<file path="src/rtl/pdm_pkg.sv">
// Shared constants and width helpers for the PDM capture, storage and playback path.
package pdm_pkg;

  localparam int unsigned PCM_W        = 16;
  localparam int unsigned DEF_N_STAGES = 3;
  localparam int unsigned DEF_DECIM    = 64;

  function automatic int unsigned clog2(input int unsigned v);
    int unsigned r;
    r = 0;
    while ((32'd1 << r) < v) r++;
    return r;
  endfunction

  // CIC register width: N*log2(R) bits of gain plus sign and input magnitude.
  function automatic int unsigned CIC_W(input int unsigned n, input int unsigned r);
    return n * clog2(r) + 2;
  endfunction

endpackage

</file>
<file path="src/rtl/cic_comb_stage.sv">
// One CIC comb section: y = x - x_delayed, differential delay 1, advanced by en.
module cic_comb_stage #(
  parameter int unsigned W = 20
) (
  input  logic         clk,
  input  logic         reset,
  input  logic         en,
  input  logic         clr,
  input  logic [W-1:0] x,
  output logic [W-1:0] y_c
);

  logic [W-1:0] dly;

  always_ff @(posedge clk or posedge reset) begin
    if (reset)      dly <= '0;
    else if (clr)   dly <= '0;
    else if (en)    dly <= x;
  end

  assign y_c = x - dly;

endmodule

</file>
<file path="src/rtl/pdm_cic_decimator.sv">
// PDM to 16-bit PCM CIC decimator with valid/ready output and sticky overflow flag.
// Optional DC blocker after saturation when PDM_DC_BLOCK_EN is defined.
module pdm_cic_decimator
  import pdm_pkg::*;
#(
  parameter int unsigned N_STAGES   = DEF_N_STAGES,
  parameter int unsigned DECIM      = DEF_DECIM,
  parameter int unsigned DC_SHIFT_K = 8
) (
  input  logic             clk,
  input  logic             reset,
  input  logic             pdm_ce,
  input  logic             pdm_bit,
  input  logic             capture_en,
  output logic [PCM_W-1:0] pcm_data,
  output logic             pcm_valid,
  input  logic             pcm_ready,
  output logic             pcm_ovf
);

  localparam int unsigned LOG2_R    = clog2(DECIM);
  localparam int unsigned GAIN_BITS = N_STAGES * LOG2_R;
  localparam int unsigned W         = CIC_W(N_STAGES, DECIM);
  localparam int unsigned EW        = W + PCM_W;

  logic             adv_c;
  logic             tick_c;
  logic [W-1:0]     pdm_x_c;
  logic [LOG2_R-1:0] cnt;
  logic [W-1:0]     comb_in;
  logic             comb_go;
  logic [W-1:0]     cic_out;
  logic signed [EW-1:0] wide_c;
  logic [PCM_W-1:0] sat_c;
  logic [PCM_W-1:0] sat_q;
  logic             sat_go;
  logic [PCM_W-1:0] smp;
  logic             smp_go;
  logic             cap_q;

  assign adv_c   = pdm_ce & capture_en;
  assign tick_c  = adv_c && (cnt == LOG2_R'(DECIM - 1));
  assign pdm_x_c = pdm_bit ? W'(1) : '1;

  always_ff @(posedge clk or posedge reset) begin
    if (reset)            cnt <= '0;
    else if (!capture_en) cnt <= '0;
    else if (adv_c)       cnt <= cnt + 1'b1;
  end

  // Integrator cascade, one register per stage.
  for (genvar g = 0; g < N_STAGES; g++) begin : g_int
    logic [W-1:0] acc;
    logic [W-1:0] in_c;
    if (g == 0) begin : g_first
      assign in_c = pdm_x_c;
    end else begin : g_next
      assign in_c = g_int[g-1].acc;
    end
    always_ff @(posedge clk or posedge reset) begin
      if (reset)            acc <= '0;
      else if (!capture_en) acc <= '0;
      else if (adv_c)       acc <= acc + in_c;
    end
  end

  always_ff @(posedge clk or posedge reset) begin
    if (reset) begin
      comb_in <= '0;
      comb_go <= 1'b0;
    end else if (!capture_en) begin
      comb_in <= '0;
      comb_go <= 1'b0;
    end else begin
      comb_go <= tick_c;
      if (tick_c) comb_in <= g_int[N_STAGES-1].acc;
    end
  end

  // Comb chain is combinational from comb_in; delays advance one cycle after the tick.
  for (genvar g = 0; g < N_STAGES; g++) begin : g_comb
    logic [W-1:0] x;
    logic [W-1:0] y;
    if (g == 0) begin : g_first
      assign x = comb_in;
    end else begin : g_next
      assign x = g_comb[g-1].y;
    end
    cic_comb_stage #(.W(W)) u_stage (
      .clk   (clk),
      .reset (reset),
      .en    (comb_go),
      .clr   (!capture_en),
      .x     (x),
      .y_c   (y)
    );
  end

  assign cic_out = g_comb[N_STAGES-1].y;

  // Net arithmetic right shift of GAIN_BITS-15, done as <<<16 then >>>(GAIN_BITS+1) to stay non-negative.
  always_comb begin
    wide_c = EW'($signed(cic_out));
    wide_c = (wide_c <<< PCM_W) >>> (GAIN_BITS + 1);
    sat_c  = wide_c[PCM_W-1:0];
    if (!((&wide_c[EW-1:PCM_W-1]) || (~|wide_c[EW-1:PCM_W-1])))
      sat_c = wide_c[EW-1] ? {1'b1, {(PCM_W-1){1'b0}}} : {1'b0, {(PCM_W-1){1'b1}}};
  end

  always_ff @(posedge clk or posedge reset) begin
    if (reset) begin
      sat_q  <= '0;
      sat_go <= 1'b0;
    end else if (!capture_en) begin
      sat_q  <= '0;
      sat_go <= 1'b0;
    end else begin
      sat_go <= comb_go;
      if (comb_go) sat_q <= sat_c;
    end
  end

`ifdef PDM_DC_BLOCK_EN
  localparam int unsigned DW = PCM_W + DC_SHIFT_K;

  logic signed [DW-1:0] dc_acc;
  logic signed [DW-1:0] dc_next_c;
  logic [PCM_W-1:0]     dc_xprev;
  logic [PCM_W-1:0]     dc_sat_c;
  logic [PCM_W-1:0]     dc_q;
  logic                 dc_go;

  // y = x - x_prev + y_prev - y_prev>>>K, kept at DW bits and saturated on the way out.
  always_comb begin
    dc_next_c = dc_acc + DW'($signed(sat_q)) - DW'($signed(dc_xprev)) - (dc_acc >>> DC_SHIFT_K);
    dc_sat_c  = dc_next_c[PCM_W-1:0];
    if (!((&dc_next_c[DW-1:PCM_W-1]) || (~|dc_next_c[DW-1:PCM_W-1])))
      dc_sat_c = dc_next_c[DW-1] ? {1'b1, {(PCM_W-1){1'b0}}} : {1'b0, {(PCM_W-1){1'b1}}};
  end

  always_ff @(posedge clk or posedge reset) begin
    if (reset) begin
      dc_acc   <= '0;
      dc_xprev <= '0;
      dc_q     <= '0;
      dc_go    <= 1'b0;
    end else if (!capture_en) begin
      dc_acc   <= '0;
      dc_xprev <= '0;
      dc_q     <= '0;
      dc_go    <= 1'b0;
    end else begin
      dc_go <= sat_go;
      if (sat_go) begin
        dc_acc   <= dc_next_c;
        dc_xprev <= sat_q;
        dc_q     <= dc_sat_c;
      end
    end
  end

  assign smp    = dc_q;
  assign smp_go = dc_go;
`else
  localparam int unsigned dc_shift_unused = DC_SHIFT_K;

  assign smp    = sat_q;
  assign smp_go = sat_go;
`endif

  // Holding register: a new sample while the held one is still unaccepted is dropped.
  always_ff @(posedge clk or posedge reset) begin
    if (reset) begin
      pcm_data  <= '0;
      pcm_valid <= 1'b0;
      pcm_ovf   <= 1'b0;
      cap_q     <= 1'b0;
    end else begin
      cap_q <= capture_en;
      if (capture_en && !cap_q) pcm_ovf <= 1'b0;
      if (smp_go) begin
        if (pcm_valid && !pcm_ready) begin
          pcm_ovf <= 1'b1;
        end else begin
          pcm_data  <= smp;
          pcm_valid <= 1'b1;
        end
      end else if (pcm_valid && pcm_ready) begin
        pcm_valid <= 1'b0;
      end
    end
  end

endmodule

</file>
<file path="config.mk">
export PLATFORM = sky130hd
export DESIGN_NAME = pdm_cic_decimator
export DESIGN_NICKNAME = d
export VERILOG_FILES = /design/src/rtl/pdm_pkg.sv /design/src/rtl/cic_comb_stage.sv /design/src/rtl/pdm_cic_decimator.sv
export SDC_FILE = /design/constraint.sdc
export NUM_CORES = 1
export LEC_CHECK = 0
export BUFFER_PORTS_ARGS = -buffer_cell sky130_fd_sc_hd__buf_2
export CAP_MARGIN = 10
export CORE_MARGIN = 2
export CORE_UTILIZATION = 49
export CTS_CLUSTER_SIZE = 16
export DETAILED_ROUTE_END_ITERATION = 12
export GPL_ROUTABILITY_DRIVEN = 0
export MAX_ROUTING_LAYER = met4
export PLACE_DENSITY_LB_ADDON = 0.12
export SLEW_MARGIN = 20
export SYNTH_ARGS = -nofsm -noshare
export SYNTH_HDL_FRONTEND = slang
export SYNTH_SLANG_ARGS = --single-unit
</file>
<file path="constraint.sdc">
create_clock -name clk -period 15.8 [get_ports clk]
set_input_delay 0.79 -clock clk [delete_from_list [all_inputs] [get_ports clk]]
set_output_delay 0.79 -clock clk [all_outputs]
set_load 0.02 [all_outputs]
</file>
# ---- After elaboration in Yosys (flattened, before gate mapping)
# Index checks and enable logic that the tools add are counted.
# W data, S select, Z words.
dict set report totals {
  regBits 183
  out_inout_bits 18
  in_bits 6
  elab_cells 71
}
dict set report classes {
  mux 29
  addsub 7
  n_reduce_logical 13
  n_bitwise 2
  n_eq_ne 5
}
# cell count
set op_table {}
lappend op_table {{$mux W20} 15}
lappend op_table {{$mux W16} 4}
lappend op_table {{$add A20 B20 Y20} 3}
lappend op_table {{$sub A20 B20 Y20} 3}
lappend op_table {{$mux W6} 2}
lappend op_table {{$mux W1} 8}
lappend op_table {{$add A6 B1 Y6 const B} 1}
lappend op_table {{$eq A6 B6 Y1 const B} 1}
lappend op_table {{$ne A2 B1 Y1 const B} 3}
lappend op_table {{$reduce_and A2 Y1} 3}
lappend op_table {{$logic_and A1 B1 Y1} 4}
lappend op_table {{$logic_not A1 Y1} 3}
lappend op_table {{$ne A2 B2 Y1 const B} 1}
lappend op_table {{$reduce_bool A2 Y1} 1}
lappend op_table {{$reduce_or A2 Y1} 1}
lappend op_table {{$and A1 B1 Y1} 1}
lappend op_table {{$logic_or A1 B1 Y1} 1}
lappend op_table {{$not A1 Y1} 1}

# ---- Depth between registers and ports, before layout
dict set report depth {
  word_depth 9
  mapped_depth 31
  mapped_depth_nobuf 30
}

# ---- Modules after synthesis
# From an unflattened synthesis, not the netlist that was laid out.
dict set report unflattened {
  cells_unflattened 1421
  hier_area_um2 12584.6
}
# module cells_per_inst area_per_inst_um2 seq_area_each_um2 instances
set by_module_without_submodules {}
lappend by_module_without_submodules {pdm_cic_decimator 803 7382.1 3078.0 1}
lappend by_module_without_submodules {cic_comb_stage 206 1734.2 500.5 3}

# ---- Worst setup path before layout
# No wires, ideal clock.
dict set report synth_path {
  kind {register to register}
  from {reg comb_in[0]}
  to {reg sat_q[1]}
  slack_ns 10.030
  setup_time_ns 0.126
  path_stages_with_launch 31
  n_path_buf 1
  t_required_ns 15.674
  period_less_slack_ns 5.770
  arrival_ns 5.644
  path_cell_list {dfrtp_1 inv_1 ha_1 inv_1 fa_1 a21o_1 a21oi_1 nor2b_1 o21a_1 o41ai_2 o21ai_0 a2111oi_0 nor3_1 xor2_1 ha_1 nand2_1 nor2_1 a21oi_1 nand2_2 o21a_1 nor2_1 xnor2_1 ha_1 a21o_1 a211oi_1 o21a_1 xor2_1 xnor2_2 a21oi_2 buf_6 a221o_1}
}
dict set report synth_between {
  elab_chain_cells 9
  elab_cells_between_ends 11
  cone_classes {add/sub: 3; mux: 4; reduce/logical: 4}
}
# element line_no
set synth_rtl {}
lappend synth_rtl {{start: declaration} pdm_cic_decimator.sv:30} ;# logic [W-1:0] comb_in;
lappend synth_rtl {{start signal: assignment} pdm_cic_decimator.sv:76} ;# if (tick_c) comb_in <= g_int[N_STAGES-1].acc;
lappend synth_rtl {{$sub A20 B20 Y20 * (3 in series)} cic_comb_stage.sv:21} ;# assign y_c = x - dly;
lappend synth_rtl {{$reduce_or A2 Y1} pdm_cic_decimator.sv:106} ;# if (!((&wide_c[EW-1:PCM_W-1]) || (~|wide_c[EW-1:PCM_W-1])))
lappend synth_rtl {{$logic_not A1 Y1} pdm_cic_decimator.sv:106}
lappend synth_rtl {{$logic_or A1 B1 Y1} pdm_cic_decimator.sv:106}
lappend synth_rtl {{$mux W16 *} pdm_cic_decimator.sv:106}
lappend synth_rtl {{$mux W16 *} pdm_cic_decimator.sv:119} ;# if (comb_go) sat_q <= sat_c;
lappend synth_rtl {{$mux W16 *} pdm_cic_decimator.sv:114} ;# end else if (!capture_en) begin
lappend synth_rtl {{end signal: assignment} pdm_cic_decimator.sv:119}
lappend synth_rtl {{end: declaration} pdm_cic_decimator.sv:35} ;# logic [PCM_W-1:0] sat_q;
# Mark *: on every way between the ends. The rest lies on a longest branch, timed or not. The select of a mux whose other input is x is not followed.
# A chain may end at the register's enable or synchronous reset.

# ---- Worst setup path after layout
dict set report layout_path {
  from {reg comb_in[0]}
  to {reg sat_q[12]}
}
# Same word-level chain as after synthesis.

==> results <==
- The flow ran to the end, and the final reports show no timing, DRC or antenna violations.
- The HPWL after detailed placement is 16,400 µm.
- The finished layout cell area is 13,200 µm².
- A synthesized cell averages 9.39 µm².
- The area added between synthesis and finish is 8.46%.
- For this configuration, the core starts out at a cell density of 0.500.
- The final period demand of the worst path is 6.54 ns.
- The endpoint class of the critical path is a register.
- The first routing iteration left 298 violations.
- Hold repair after CTS inserted 0 buffers.
- The initial antenna violation count is 0.
- The chip height is 162 µm.
- The total number of vias is 8,799.
- The DRC violations left is 0.
- The number of max-capacitance violations reported is 0.
- The data required time of the worst path is 16.16 ns.
- The register-to-register setup slack is 9.26 ns.
- The clock latency on the worst-skew pair is 0.43 ns.
- On the worst path, the slowest cell contributes a delay of 0.60 ns.
- For this run, the post-layout net count is 1,428.
- Synthesis handed over a netlist of 1,295 instances.
- Data arrives at the worst endpoint at 6.90 ns.
- Of the total power, registers draw 0.451.
- The worst hold path begins at sat_q[9].
- On the final layout, the worst hold slack is 0.478 ns.
- The maximum clock frequency is 0.153 GHz.
- The maximum count of clock buffers along a single path is 2.
- The die covers 26,100 µm².
- In this run the critical register-to-register path is captured at sat_q[12].
- The remaining number of nets flagged by the antenna check after routing is 0.
- For this design the total switching power over the nets is 311 µW.
- Following the worst setup path forward leads to its endpoint at sat_q[12].
- The post-route clock skew is 0.0146 ns.
- TritonCTS built the clock tree.
- The maximum number of pins on one net before global-route repair is 138.
- The number of clock sinks is 183.
- The first detailed-routing pass ran for 4 iterations.
- The register area share after synthesis is 0.377.
- The total area inside the core boundary comes to 24,300 µm².
- Among all flip-flop cells after synthesis, the most frequent one is sky130_fd_sc_hd__dfrtp_1.
- The part of the total power dissipated in the clock network is 0.384.
- After clock tree synthesis, the clock-pin slew on the worst setup and hold paths is 0.07 ns.
- The share of flip-flops with an asynchronous set or reset is 1.00.
- The number of nets handed over by synthesis was 1,419.
- The final-report max-slew violation count is 0.
- In this run, CTS created clock tree buffers numbering 17.
- The internal power component is 814 µW.
- Setup repair after global routing left no endpoint under its margin.
- Summing all placed instances gives a cell area of 12,600 µm².
- The CTS H-tree depth is 4.
- The aggregate negative setup slack is 0 ns.
- The first global-routing pass estimated 40,300 µm of wire.
- The buffers inserted during post-CTS setup optimization is 0.
- Yosys printed 0 warnings.
- The aggregate global routing overflow is 0.
- The final hold violation count came to 0.
- Synthesis instantiated 71 different standard cells from the library.
- Wires add up to 22,900 µm.
- The cell sitting at the root of the clock tree is a sky130_fd_sc_hd__clkbuf_16.
- The via density per instance is 5.36.
- The floorplan die width is 162 µm.
- For the pin with the worst max-slew slack, the measured transition is 0.959 ns.
- In the layout the commonest cells are 182 x sky130_fd_sc_hd__dfrtp_1, 157 x sky130_fd_sc_hd__nor2_1, 113 x sky130_fd_sc_hd__ha_1.
- The share of post-route cells with drive strength above 1 is 0.0737.
- The final count of negative-setup-slack endpoints is 0.
- For this run, the total global-route usage over all layers was measured as 0.191.
- In this run the count of I/O pins placed on the die edge is 24.
- The core occupancy in the finished layout is 0.542.
- The master of the slowest instance on the critical path is sky130_fd_sc_hd__nor3_2.
- The synthesized design contains 183 register bits.
- The worst register-to-register path begins at comb_in[0].
- Of all nets on the critical path, the largest fanout is 13.
- By startpoint and endpoint, the worst setup path is classified as register to register.
- The portion of the clock cycle consumed by the worst path in the final layout is 0.414.
- The peak supply drop is 0.0525 mV.
- The critical path starts at comb_in[0].
- Yosys mapped a number of flops with a built-in enable equal to 0.
- The final antenna diode count is 0.
- The via count of the first global-routing pass is 8,840.
- After detailed routing, the average wire length per cell comes to 14.0 µm.
- The post-cts repair resize count is 0.
- The net switching share of the total power is 0.276.
- Leaving out fill and tap cells, the most frequent cell in the layout is sky130_fd_sc_hd__dfrtp_1.
- The combinational fraction of design power is 0.166.
- The worst setup path is launched from a register.
- Power spread over the standard cell area amounts to 85.3 nW/µm².
- The filler cells instantiated in the layout total 2,253.
- The post-synthesis instance area is 12,200 µm².
- The number of cells on the worst reg-to-reg path is 27.
- The leakage power is 6.35 nW.
- Measured against its own limit, the worst slew margin works out to 0.361.
- The type of the worst min-delay path is register to register.
- The total number of placement rows is 57.
- The count of port buffers added during placement is 23.
==> how the worst min path moves through the flow <==
stage / end / slack (ns) / cells past startpoint
floorplan: pcm_valid / 0.44 / 2
global placement: pcm_valid / 0.46 / 2
detailed placement: pcm_ovf / 0.46 / 2
CTS: pcm_valid / 0.48 / 2
global route: g_comb[1].u_stage.dly[18] / 0.52 / 2
finish: sat_q[9] / 0.48 / 2
==> synthesized netlist by cell type, types with 17 or more instances <==
master                       n  area share
sky130_fd_sc_hd__inv_1      88       0.027
sky130_fd_sc_hd__dfrtp_1   183        0.38
sky130_fd_sc_hd__mux2i_1    78       0.064
sky130_fd_sc_hd__ha_1      113        0.12
sky130_fd_sc_hd__a211oi_1   17       0.010
sky130_fd_sc_hd__clkbuf_1   35       0.011
sky130_fd_sc_hd__xnor2_1    70       0.050
sky130_fd_sc_hd__nor2_1    159       0.049
sky130_fd_sc_hd__nand2_1    91       0.028
sky130_fd_sc_hd__o21a_1     17       0.010
sky130_fd_sc_hd__xor2_1     28       0.020
sky130_fd_sc_hd__nor3_1     19      0.0078
sky130_fd_sc_hd__o21ai_0    63       0.026
sky130_fd_sc_hd__a21oi_1    69       0.028
sky130_fd_sc_hd__a21o_1     37       0.023
sky130_fd_sc_hd__nand3_1    18      0.0074
==> kinds of logic after synthesis <==
group,Yosys count,share of synthesized area
buffers and inverters,130,0.0408
muxes,94,0.0790
adders and majority gates,119,0.125
DFF,183,0.377
and+or+nand+nor,352,0.128
AOI/OAI and AO/OA,317,0.177
xor gates and xnor gates,100,0.0733
==> through the flow <==
| step | cells | setup slack (ns) | power (mW) |
|---|---|---|---|
| finish | 1641 | 9.26 | 1.13 |
| detailed placement | 1609 | 9.23 | 0.703 |
| floorplan | 1295 | 10.03 | 0.668 |
| global placement | 1609 | 9.45 | 0.699 |
| global route | 1641 | 8.75 | 1.19 |
| CTS | 1641 | 9.21 | 1.14 |
==> layout make-up <==
type	instances	area (µm²)	share of cell area
Tap cell	324	405	0.0307
Inverter	89	343	0.0260
Clock inverter	11	135	0.0102
Timing Repair Buffer	31	175	0.0133
Sequential cell	183	4580	0.347
Multi-Input combinational cell	982	7090	0.538
Clock buffer	21	460	0.0349
==> flip-flops by register name, summed over array words and instances (netlist names) <==
| name | count |
|---|---|
| g_comb.u_stage.dly | 60 |
| comb_in | 20 |
| pcm_ovf | 1 |
| comb_go | 1 |
| cnt | 6 |
| sat_go | 1 |
| cap_q | 1 |
| sat_q | 16 |
| pcm_data | 16 |
| pcm_valid | 1 |
| g_int.acc | 60 |
==> critical path, delay by kind of cell, from the launching register on <==
kind	cells	cell delay (ns)
AND/OR/NAND/NOR	5	1.02
flip-flops	1	0.37
XOR/XNOR	4	0.68
buffers and inverters	2	0.13
AO/OA/AOI/OAI	12	2.99
adder cells (fa/ha/maj)	4	1.27
==> power by group through the flow <==
stage	Sequential, mW	Combinational [mW]	Clock, mW
4_1_cts	0.507	0.188	0.444
3_5_place_dp	0.516	0.187	0
5_1_grt	0.511	0.216	0.463
6_report	0.507	0.186	0.432
2_1_floorplan	0.509	0.158	0
3_3_place_gp	0.515	0.184	0
==> layer usage <==
metal,vias up,global-route usage,part of all wire
met4,0,0.0450,0.012
met1,4130,0.226,0.48
met5,-,-,0
met3,20,0.0280,0.015
met2,62,0.342,0.50
li1,4587,-,-
(Power assumes the default switching activity.)
